File: src/rtl/pcam_if.sv
// pcam_if -- request/response bundle for the pcam content-addressable store.
//
// Signals (widths follow the parameters):
//   ena        block enable; low makes the cycle a no-op
//   wr_en      write/allocate din
//   del_en     invalidate every entry equal to din
//   srch_en    search for din
//   din        operand for write/delete/search
//   rsp_valid  one-cycle pulse: search result registers updated
//   match_vec  per-entry match of the last executed search
//   hit        last search matched at least one entry
//   hit_addr   lowest matching index of the last search, 0 on miss
//   wr_dup     one-cycle pulse: write suppressed as a duplicate
//   count      number of valid entries
//   full       count == DEPTH
//
// Modports: master drives requests, slave (the pcam) drives responses.
interface pcam_if #(
  parameter int DATA_W = 7,
  parameter int DEPTH  = 16,
  parameter int ADDR_W = $clog2(DEPTH)
);
  logic              ena;
  logic              wr_en;
  logic              del_en;
  logic              srch_en;
  logic [DATA_W-1:0] din;
  logic              rsp_valid;
  logic [DEPTH-1:0]  match_vec;
  logic              hit;
  logic [ADDR_W-1:0] hit_addr;
  logic              wr_dup;
  logic [ADDR_W:0]   count;
  logic              full;

  modport master (
    output ena, wr_en, del_en, srch_en, din,
    input  rsp_valid, match_vec, hit, hit_addr, wr_dup, count, full
  );

  modport slave (
    input  ena, wr_en, del_en, srch_en, din,
    output rsp_valid, match_vec, hit, hit_addr, wr_dup, count, full
  );
endinterface

File: src/rtl/pcam.sv
// pcam -- small fully-associative store of DATA_W-bit words with
// write/allocate, delete-by-value and registered search.
//
// Ports:
//   clk   sole clock, all state updates on its rising edge
//   rst   synchronous active-high reset
//   bus   pcam_if.slave: requests in (ena/wr_en/del_en/srch_en/din),
//         responses out (rsp_valid/match_vec/hit/hit_addr/wr_dup/count/full)
//
// One operation per cycle, priority write > delete > search. Writes of a
// value already present are suppressed and flagged on wr_dup. When every
// entry is valid a new write overwrites the entry at the round-robin
// replacement pointer, which moves only on such overwrites.
module pcam #(
  parameter int DATA_W = 7,
  parameter int DEPTH  = 16,
  parameter int ADDR_W = $clog2(DEPTH)
) (
  input  logic   clk,
  input  logic   rst,
  pcam_if.slave  bus
);

  localparam logic [ADDR_W:0] FULL_COUNT = (ADDR_W+1)'(DEPTH);

  // Storage and state
  logic [DATA_W-1:0] r_data [DEPTH];
  logic [DEPTH-1:0]  r_valid;
  logic [ADDR_W-1:0] r_rp;
  logic [ADDR_W:0]   r_count;
  logic              r_full;
  logic [DEPTH-1:0]  r_match_vec;
  logic              r_hit;
  logic [ADDR_W-1:0] r_hit_addr;
  logic              r_rsp_valid;
  logic              r_wr_dup;

  // Per-entry compare against the operand
  logic [DEPTH-1:0]  w_match;
  logic              w_any_match;
  logic [ADDR_W-1:0] w_match_idx;
  logic [ADDR_W-1:0] w_free_idx;
  logic              w_has_free;
  logic [ADDR_W:0]   w_del_cnt;
  logic [ADDR_W:0]   w_count_nxt;

  // Decoded operation for this cycle
  logic w_do_wr;
  logic w_do_del;
  logic w_do_srch;
  logic w_wr_new;

  for (genvar g = 0; g < DEPTH; g++) begin : g_cmp
    assign w_match[g] = r_valid[g] && (r_data[g] == bus.din);
  end

  assign w_any_match = |w_match;
  assign w_del_cnt   = (ADDR_W+1)'($countones(w_match));

  // Priority encoders: scanning from the top down leaves the lowest index.
  // NOTE: every signal written in an always_comb gets a default before any
  // conditional assignment, so no path leaves it unassigned (no latch).
  always_comb begin
    w_match_idx = '0;
    w_free_idx  = '0;
    w_has_free  = 1'b0;
    for (int i = DEPTH - 1; i >= 0; i--) begin
      if (w_match[i]) begin
        w_match_idx = ADDR_W'(i);
      end
      if (!r_valid[i]) begin
        w_free_idx = ADDR_W'(i);
        w_has_free = 1'b1;
      end
    end
  end

  assign w_do_wr   = bus.ena && bus.wr_en;
  assign w_do_del  = bus.ena && !bus.wr_en && bus.del_en;
  assign w_do_srch = bus.ena && !bus.wr_en && !bus.del_en && bus.srch_en;
  assign w_wr_new  = w_do_wr && !w_any_match;

  // Count changes only on an allocating write or a delete that hits.
  always_comb begin
    w_count_nxt = r_count;
    if (w_wr_new && w_has_free) begin
      w_count_nxt = r_count + (ADDR_W+1)'(1);
    end else if (w_do_del) begin
      w_count_nxt = r_count - w_del_cnt;
    end
  end

  // NOTE: sequential state uses non-blocking assignments so every register
  // samples the pre-edge values regardless of statement order.
  always_ff @(posedge clk) begin
    if (rst) begin
      // NOTE: the data array is cleared on reset as well as the valid bits,
      // so the whole store returns to a known all-zero image.
      for (int i = 0; i < DEPTH; i++) begin
        r_data[i] <= '0;
      end
      r_valid     <= '0;
      r_rp        <= '0;
      r_count     <= '0;
      r_full      <= 1'b0;
      r_match_vec <= '0;
      r_hit       <= 1'b0;
      r_hit_addr  <= '0;
      r_rsp_valid <= 1'b0;
      r_wr_dup    <= 1'b0;
    end else begin
      r_rsp_valid <= w_do_srch;
      r_wr_dup    <= w_do_wr && w_any_match;
      r_count     <= w_count_nxt;
      r_full      <= (w_count_nxt == FULL_COUNT);

      if (w_wr_new) begin
        if (w_has_free) begin
          r_data[w_free_idx]  <= bus.din;
          r_valid[w_free_idx] <= 1'b1;
        end else begin
          // Store is full: the entry under rp is valid and gets replaced.
          r_data[r_rp] <= bus.din;
          r_rp         <= r_rp + ADDR_W'(1);
        end
      end

      if (w_do_del) begin
        r_valid <= r_valid & ~w_match;
      end

      // Result registers hold until the next executed search.
      if (w_do_srch) begin
        r_match_vec <= w_match;
        r_hit       <= w_any_match;
        r_hit_addr  <= w_match_idx;
      end
    end
  end

  assign bus.rsp_valid = r_rsp_valid;
  assign bus.match_vec = r_match_vec;
  assign bus.hit       = r_hit;
  assign bus.hit_addr  = r_hit_addr;
  assign bus.wr_dup    = r_wr_dup;
  assign bus.count     = r_count;
  assign bus.full      = r_full;

endmodule

File: src/flat_wrapper.sv
// flat-port wrapper written by rule: the top's interface ports become plain ports
module pcam_flat 
#(
  parameter int DATA_W = 7,
  parameter int DEPTH  = 16,
  parameter int ADDR_W = $clog2(DEPTH)
)
  (clk, rst, bus_ena, bus_wr_en, bus_del_en, bus_srch_en, bus_din, bus_rsp_valid, bus_match_vec, bus_hit, bus_hit_addr, bus_wr_dup, bus_count, bus_full);
  pcam_if #(.DATA_W(DATA_W), .DEPTH(DEPTH), .ADDR_W(ADDR_W)) bus_i ();
  input  logic clk;
  input  logic rst;
  input wire logic [$bits(bus_i.ena)-1:0] bus_ena;
  input wire logic [$bits(bus_i.wr_en)-1:0] bus_wr_en;
  input wire logic [$bits(bus_i.del_en)-1:0] bus_del_en;
  input wire logic [$bits(bus_i.srch_en)-1:0] bus_srch_en;
  input wire logic [$bits(bus_i.din)-1:0] bus_din;
  output wire logic [$bits(bus_i.rsp_valid)-1:0] bus_rsp_valid;
  output wire logic [$bits(bus_i.match_vec)-1:0] bus_match_vec;
  output wire logic [$bits(bus_i.hit)-1:0] bus_hit;
  output wire logic [$bits(bus_i.hit_addr)-1:0] bus_hit_addr;
  output wire logic [$bits(bus_i.wr_dup)-1:0] bus_wr_dup;
  output wire logic [$bits(bus_i.count)-1:0] bus_count;
  output wire logic [$bits(bus_i.full)-1:0] bus_full;
  assign bus_i.ena = bus_ena;
  assign bus_i.wr_en = bus_wr_en;
  assign bus_i.del_en = bus_del_en;
  assign bus_i.srch_en = bus_srch_en;
  assign bus_i.din = bus_din;
  assign bus_rsp_valid = bus_i.rsp_valid;
  assign bus_match_vec = bus_i.match_vec;
  assign bus_hit = bus_i.hit;
  assign bus_hit_addr = bus_i.hit_addr;
  assign bus_wr_dup = bus_i.wr_dup;
  assign bus_count = bus_i.count;
  assign bus_full = bus_i.full;
  pcam #(.DATA_W(DATA_W), .DEPTH(DEPTH), .ADDR_W(ADDR_W)) u_core (.clk(clk), .rst(rst), .bus(bus_i));
endmodule
File: config.mk
export PLATFORM = sky130hd
export DESIGN_NAME = pcam_flat
export DESIGN_NICKNAME = d
export VERILOG_FILES = /design/src/rtl/pcam_if.sv /design/src/rtl/pcam.sv /design/src/flat_wrapper.sv
export SDC_FILE = /design/constraint.sdc
export NUM_CORES = 1
export LEC_CHECK = 0
export ABC_AREA = 1
export BUFFER_PORTS_ARGS = -buffer_cell sky130_fd_sc_hd__buf_2
export CAP_MARGIN = 30
export CORE_UTILIZATION = 50
export CTS_BUF_LIST = sky130_fd_sc_hd__clkbuf_4 sky130_fd_sc_hd__clkbuf_8
export DETAILED_ROUTE_END_ITERATION = 8
export GPL_TIMING_DRIVEN = 0
export PLACE_DENSITY = 0.73
export SETUP_SLACK_MARGIN = 0.5
export SLEW_MARGIN = 20
export SYNTH_ARGS = -nofsm -noshare
export SYNTH_HDL_FRONTEND = slang
export SYNTH_SLANG_ARGS = --single-unit
export TNS_END_PERCENT = 30
File: constraint.sdc
create_clock -name clk -period 6.4 [get_ports clk]
set_clock_uncertainty 0.15 [all_clocks]
set_input_delay 1.92 -clock clk [delete_from_list [all_inputs] [get_ports clk]]
set_output_delay 1.92 -clock clk [all_outputs]
set_load 0.01 [all_outputs]
==> metrics.md, run 1 <==
| Metric | Value |
|---|---|
| Worst setup SP type | input port |
| Worst Hold Class | reg -> reg |
| Num ports | 42 |
| Clk sink count | 161 |
| Die Wd | 137 um |
| Antenna-violating nets left | 0 |
| Max-Cap Viols | 0 |
| Crit path to | u_core.bus.full |
| Synth warn | 0 |
| CP startpoint | bus_din[6] |
| Largest net degree at the start of global routing | 17 |
| Register area share after synthesis | 47.7% |
| Most common library cell in the layout ignoring fill and taps | nor2_1 |
| Via count | 6644 |
| Post-synthesis register bit count | 161 |
| Port Buffers | 34 |
| Clk root buf | clkbuf_8 |
| Share of cells above drive strength 1 | 22.7% |
| Overflow after GRT | 0 |
| RSZ-0062 raised after global routing | yes |
| Reg-to-reg endpoint | u_core.bus.full |
| Static leakage | 4.51 nW |
| Crit Path Class | in -> reg |
| Hpwl dp | 15000 um |
| CTS clk-pin slew, worst paths | 0.10 ns |
| Die area | 18700 um^2 |
| First-pass GRT wire length | 32700 um |
| Chip height | 137 um |
| Pwr Density | 209 nW/um^2 |
| Largest family of logic cells by synthesized area | simple AND/OR/NAND/NOR gates |
| Total Wirelength | 21100 um |
| Status | finished, final reports clean |
| Final Max Slew Viols | 0 |
| Most area-hungry cell type in the Yosys netlist | edfxtp_1 |
| Power Total | 2.22 mW |
| Vias in the first global route | 6417 |
| Post-DR wirelength/cell | 16.7 um |
| Mapped Area | 9100 um^2 |
| N_diodes | 0 |
| Tcrit/Tclk final | 99.6% |
| Synth Area in XOR/XNOR | 10.6% |
| Most frequent cells in the layout | 138 x nor2_1, 118 x nand2_1, 112 x edfxtp_1, 77 x inv_1, 75 x xnor2_1 |
| Top cells by area, synth | edfxtp_1 37%, dfxtp_1 11%, xnor2_1 7.2%, nor2_1 6.2%, nand2_1 5.1% |
| R2R Path Start | u_core.r_data[6][0] |
| Max FO, Critical Path | 10 |
| Synth Area per Inst | 9.56 um^2 |
| Multiplexer area fraction after synthesis | 0% |
| Worst EP arrival | 6.63 ns |
| Post-synthesis adder-cell area fraction | 7.07% |
| Cell count after synthesis | 952 |
| Final min period | 6.38 ns |
| Vias per cell | 5.26 |
| Setup slack, reg-to-reg | 1.10 ns |
| Distinct cells, synth | 44 |
| Number of antenna violations at the first check in global routing | 0 |
| Post-Syn Nets | 1008 |
| Slew at the pin closest to its max-slew limit | 0.811 ns |
| 1st-iter DRT viols | 520 |
| Top-area cell type share of the netlist area | 37.0% |
| Fillers | 1469 |
| GRT Util Overall | 23.8% |
| Final GP Congestion | 0.869 |
| Starting Density | 51.9% |
| DRC | 0 |
| Area grow syn2layout | 16.7% |
| Final hold violation count | 0 |
| Ys async rst share | 0% |
| Number of enable flip-flop cells after synthesis | 112 |
| Simple-gate share of the synthesized area | 21.8% |
| Crit. End Element | flip-flop |
| Slew HR | 45.9% |
| Num CTS Buffers | 17 |
| Final setup fails | 0 |
| CP Data Required Time | 6.66 ns |
| Final nets | 1080 |
| Clk Latency, worst-skew pair | 0.48 ns |
| Synth Flop Type | edfxtp_1 |
| Core ar. | 17500 um^2 |
| Fmax | 0.157 GHz |
| R2r worst-path depth | 23 |
| Clock buffer depth | 2 |
| Final hold slack | 0.317 ns |
| Peak supply drop | 148 uV |
| Row Count | 48 |
| DRT Pass-1 Iters | 6 |
| Compound-cell area share of the yosys netlist | 6.22% |
| CTS tree | done |
| H-tree levels | 4 |
final cells by class:
class | instances | area [um^2] | share of cell area, %
timing repair buffer | 53 | 350 | 3.30
multi-input combinational | 642 | 4430 | 41.7
buffer | 35 | 328 | 3.09
inverter | 114 | 449 | 4.23
clock inverter | 14 | 195 | 1.84
clock buffer | 18 | 241 | 2.27
tap | 225 | 282 | 2.65
sequential | 161 | 4340 | 40.9
report_power, final:
group	switching (mW)	total, mW	internal [mW]	leakage [nW]
Sequential	0.0166	1.16	1.14	1.56
Combinational	0.147	0.240	0.0937	2.74
Clock	0.418	0.824	0.405	0.218
Total	0.582	2.22	1.64	4.51
metrics by stage:
step | std cells | utilization, % | area [um^2] | setup TNS [ns] | setup WS [ns]
finish | 1262 | 60.5 | 10600 | 0 | 0.0245
floorplan | 952 | - | 9250 | -0.127 | -0.127
global route | 1262 | 60.5 | 10600 | -0.442 | -0.203
detailed placement | 1211 | 55.3 | 9700 | -3.97 | -1.02
global placement | 1211 | 55.3 | 9700 | -3.64 | -0.963
CTS | 1252 | 59.3 | 10400 | -0.0681 | -0.0681
cells in the mapped netlist, drive strengths merged (9+ instances only):
cell type and instances:
a21oi 50, buf 16, clkbuf 19, dfxtp 49, edfxtp 112, fa 14, ha 29, inv 110
nand2 142, nand3 27, nand4 17, nor2 170, nor3 16, o21ai 42, or2 9, xnor2 75
xor2 35
cells by family (layout without fill, tap and decap cells):
family,Yosys count,after routing
AOI/OAI and AO/OA,100,100
DFF,161,161
buffers and inverters,149,234
adders and majority gates,43,43
xor gates and xnor gates,110,110
and+or+nand+nor,389,389
how the worst min path moves through the flow:
stage | startpoint | to | slack, ns | cells past startpoint
6_report | u_core.bus.hit_addr[3] | u_core.bus.hit_addr[3] | 0.32 | 2
5_1_grt | u_core.bus.hit_addr[1] | u_core.bus.hit_addr[1] | 0.35 | 2
4_1_cts | u_core.bus.hit_addr[3] | u_core.bus.hit_addr[3] | 0.32 | 2
3_5_place_dp | u_core.bus.hit_addr[3] | u_core.bus.hit_addr[3] | 0.31 | 2
3_3_place_gp | u_core.bus.hit_addr[3] | u_core.bus.hit_addr[3] | 0.30 | 2
2_1_floorplan | u_core.r_rp[3] | u_core.r_rp[3] | 0.32 | 2
worst max-delay path: stages:
cell	delay, ns
buf_6	0.14
buf_8	0.17
xor2_1	0.16
nor4_1	0.26
nand4_1	0.20
nor2_2	0.24
inv_2	0.10
ha_4	0.24
fa_1	0.41
inv_1	0.09
fa_1	0.40
fa_1	0.50
inv_2	0.04
fa_1	0.55
inv_2	0.05
ha_4	0.26
inv_2	0.03
o21bai_1	0.12
a21oi_1	0.09
xor2_1	0.17
o221ai_1	0.13
inv_1	0.10
nand4_1	0.10
nor3_2	0.16
sequential cells by signal (all words and copies together) (netlist names):
signal                flops
u_core.r_valid           16
u_core.bus.count          5
u_core.bus.hit_addr       4
u_core.bus.wr_dup         1
u_core.r_rp               4
u_core.bus.full           1
u_core.bus.match_vec     16
u_core.bus.hit            1
u_core.r_data           112
u_core.bus.rsp_valid      1
metal layers:
metal / global-route usage, % / wire, um / up-vias
li1: - / - / 3221
met1: 28.7 / 8830 / 3208
met2: 41.5 / 10700 / 178
met3: 4.33 / 948 / 37
met4: 10.5 / 555 / 0
met5: 0 / 0 / -
what timing repair did:
item	CTS	global route
buffers inserted	8	10
hold buffers	0	0
gates resized for setup	40	37
pin swaps	25	23
cloned	1	0
setup endpoints to repair	6	5
Power figures use the tool's default switching activity.
==> run 2: changes to the inputs <==
--- a/config.mk
+++ b/config.mk
@@ -8,11 +8,11 @@
 export ABC_AREA = 1
 export BUFFER_PORTS_ARGS = -buffer_cell sky130_fd_sc_hd__buf_2
 export CAP_MARGIN = 30
-export CORE_UTILIZATION = 50
+export CORE_UTILIZATION = 31
 export CTS_BUF_LIST = sky130_fd_sc_hd__clkbuf_4 sky130_fd_sc_hd__clkbuf_8
 export DETAILED_ROUTE_END_ITERATION = 8
 export GPL_TIMING_DRIVEN = 0
-export PLACE_DENSITY = 0.73
+export PLACE_DENSITY = 0.51
 export SETUP_SLACK_MARGIN = 0.5
 export SLEW_MARGIN = 20
 export SYNTH_ARGS = -nofsm -noshare
==> run 2 against run 1 <==
Compared with the run above: the run now ends with setup timing left; first-iteration DRC count is 33% lower; critical path depth increased by 1; fmax fell by 0.43%; cell count up 14%; combinational power increased by 5%; power decreased by 2.9%; clock-buffer cell count unchanged; utilization is 22 points lower; die area grew 60%; sequential power barely moved; setup slack got worse by 0.027 ns; largest cell class unchanged.
==> metrics.md, run 2 (synthesis results as in run 1) <==
| Metric | Value |
|---|---|
| Status | finished with violations (was finished, final reports clean) |
| Failing checks | setup timing |
| Delay-heaviest family, CP | adder cells (unchanged) |
| Die Wd | 173 um (was 137 um) |
| Final min period | 6.40 ns (was 6.38 ns) |
| Vias per cell | 4.50 (was 5.26) |
| Most frequent cells in the layout | 136 x nor2_1, 118 x nand2_1, 112 x edfxtp_1, 74 x inv_1, 74 x xnor2_1 (was 138 x nor2_1, 118 x nand2_1, 112 x edfxtp_1, 77 x inv_1, 75 x xnor2_1) |
| Die area | 30000 um^2 (was 18700 um^2) |
| Static leakage | 4.59 nW (was 4.51 nW) |
| Chip height | 173 um (was 137 um) |
| Setup slack, reg-to-reg | 1.14 ns (was 1.10 ns) |
| Worst Hold Class | reg -> reg (unchanged) |
| Clk root buf | clkbuf_8 (unchanged) |
| Slowest CP cell | fa_1 (unchanged) |
| Final setup fails | 1 (was 0) |
| Starting Density | 31.6% (was 51.9%) |
| First-pass GRT wire length | 36300 um (was 32700 um) |
| Overflow after GRT | 0 (unchanged) |
| Slew HR | 42.9% (was 45.9%) |
| Max-Cap Viols | 0 (unchanged) |
| Number of cells on the critical path | 25 (was 24) |
| Most common library cell in the layout ignoring fill and taps | nor2_1 (unchanged) |
| R2R Path Start | u_core.r_data[6][3] (was u_core.r_data[6][0]) |
| Antenna-violating nets left | 0 (unchanged) |
| Area grow syn2layout | 21.1% (was 16.7%) |
| Num ports | 42 (unchanged) |
| Vias in the first global route | 6506 (was 6417) |
| Worst setup SP type | input port (unchanged) |
| Placed inst area | 9900 um^2 (was 9700 um^2) |
| Fillers | 2867 (was 1469) |
| Final GP Congestion | 0.842 (was 0.869) |
| Peak supply drop | 101 uV (was 148 uV) |
| Slew at the pin closest to its max-slew limit | 0.856 ns (was 0.811 ns) |
| Crit path to | u_core.bus.full (unchanged) |
| DRT Pass-1 Iters | 4 (was 6) |
| Hpwl dp | 16500 um (was 15000 um) |
| Row Count | 62 (was 48) |
| Port Buffers | 34 (unchanged) |
| Worst EP arrival | 6.63 ns (about the same) |
| Max FFs per register | 112 (unchanged) |
| CTS clk-pin slew, worst paths | 0.11 ns (was 0.10 ns) |
| 1st-iter DRT viols | 351 (was 520) |
| DRC | 0 (unchanged) |
| RSZ-0062 raised after global routing | yes (unchanged) |
| Clk Latency, worst-skew pair | 0.48 ns (about the same) |
| Core ar. | 28800 um^2 (was 17500 um^2) |
| Worst Path Buf+Inv | 9 (was 8) |
| Fmax | 0.156 GHz (was 0.157 GHz) |
| Crit Path Class | in -> reg (unchanged) |
| Crit. End Element | flip-flop (unchanged) |
| GRT Util Overall | 16.1% (was 23.8%) |
| Post-DR wirelength/cell | 16.2 um (was 16.7 um) |
| Largest reg by FF count | u_core.r_data (unchanged) |
| CTS tree | done (unchanged) |
| Final Max Slew Viols | 0 (unchanged) |
| Via count | 6478 (was 6644) |
| Clk sink count | 161 (unchanged) |
| Fin worst setup slack | -0.00273 ns (was 0.0245 ns) |
| Clock buffer depth | 2 (unchanged) |
| Final hold violation count | 0 (unchanged) |
| H-tree levels | 4 (unchanged) |
| Total Wirelength | 23400 um (was 21100 um) |
| R2r worst-path depth | 24 (was 23) |
| Final nets | 1100 (was 1080) |
| N_diodes | 0 (unchanged) |
| CP Data Required Time | 6.63 ns (was 6.66 ns) |
| Pwr Density | 196 nW/um^2 (was 209 nW/um^2) |
| Hold path cells | 2 (unchanged) |
| Tcrit/Tclk final | 100% (was 99.6%) |
| Final Cell Area | 11000 um^2 (was 10600 um^2) |
| Final hold slack | 0.321 ns (was 0.317 ns) |
| Share of cells above drive strength 1 | 25.4% (was 22.7%) |
| Largest net degree at the start of global routing | 18 (was 17) |
| Placement Setup Slack | -1.24 ns (was -1.02 ns) |
| Reg-to-reg endpoint | u_core.bus.full (unchanged) |
| Num CTS Buffers | 17 (unchanged) |
| Number of antenna violations at the first check in global routing | 0 (unchanged) |
| CP startpoint | bus_din[0] (was bus_din[6]) |
| Max FO, Critical Path | 6 (was 10) |
| CP most frequent cell | fa_1 |
| Setup TNS | -0.00273 ns (was 0 ns) |
| Final core utilization | 38.3% (was 60.5%) |
| Slowest cell delay on critical path | 0.55 ns (about the same) |
[run 2: changes by cell type in the layout (fill, tap and decap cells not counted), moves of 3 or more]
cell,delta
buf_4,+17
buf_12,+5
bufinv_16,-3
inv_1,-3
inv_4,+3
[run 2: timing repair]
| action | in CTS | in global routing |
|---|---|---|
| endpoints found under the hold margin | 0 | 0 |
| setup endpoints to repair | 6 | 5 |
| pin swaps | 30 | 33 |
| buffers inserted | 11 | 28 |
| hold buffers | 0 | 0 |
| resized for setup | 50 | 56 |
[run 2: where the power goes]
part	switching [mW]	internal, mW
combinational	0.153	0.0998
sequential	0.0163	1.14
clock	0.453	0.294
total	0.622	1.54
[run 2: stage by stage]
stage	instances	power [mW]
final	1441	2.16
after floorplan	952	1.33
after global placement	1370	1.39
after global routing	1441	2.24
after detailed placement	1370	1.40
after CTS	1413	2.15
[run 2: how the worst min path moves through the flow]
stage                                      start                      to  slack [ns]
after global routing      u_core.bus.hit_addr[3]  u_core.bus.hit_addr[3]        0.35
final                     u_core.bus.hit_addr[0]  u_core.bus.hit_addr[0]        0.32
after global placement    u_core.bus.hit_addr[1]  u_core.bus.hit_addr[1]        0.30
after detailed placement  u_core.bus.hit_addr[1]  u_core.bus.hit_addr[1]        0.31
after floorplan                   u_core.r_rp[3]          u_core.r_rp[3]        0.32
after CTS                 u_core.bus.hit_addr[0]  u_core.bus.hit_addr[0]        0.32
[run 2: final cells by class]
type                            instances  area, um^2  area share (%)
Multi-Input combinational cell        642        4520            41.0
Sequential cell                       161        4340            39.4
Timing Repair Buffer                   73         507            4.60
Tap cell                              384         480            4.36
Inverter                              114         442            4.01
Buffer                                 35         337            3.05
Clock buffer                           18         241            2.19
Clock inverter                         14         145            1.32
[run 2: routing by layer]
metal	vias up	wire length, um	global-route usage, %	part of all wire [%]
li1	3261	-	-	-
met3	16	628	2.72	2.7
met2	92	11900	28.5	51
met4	0	226	3.61	0.97
met1	3109	10600	20.3	45
met5	-	0	0	0
[run 2: worst min-delay path, cell delays in order, from the launching register on]
cell,delay [ns]
dfxtp_1,0.32
nand2_1,0.06
a21oi_1,0.05
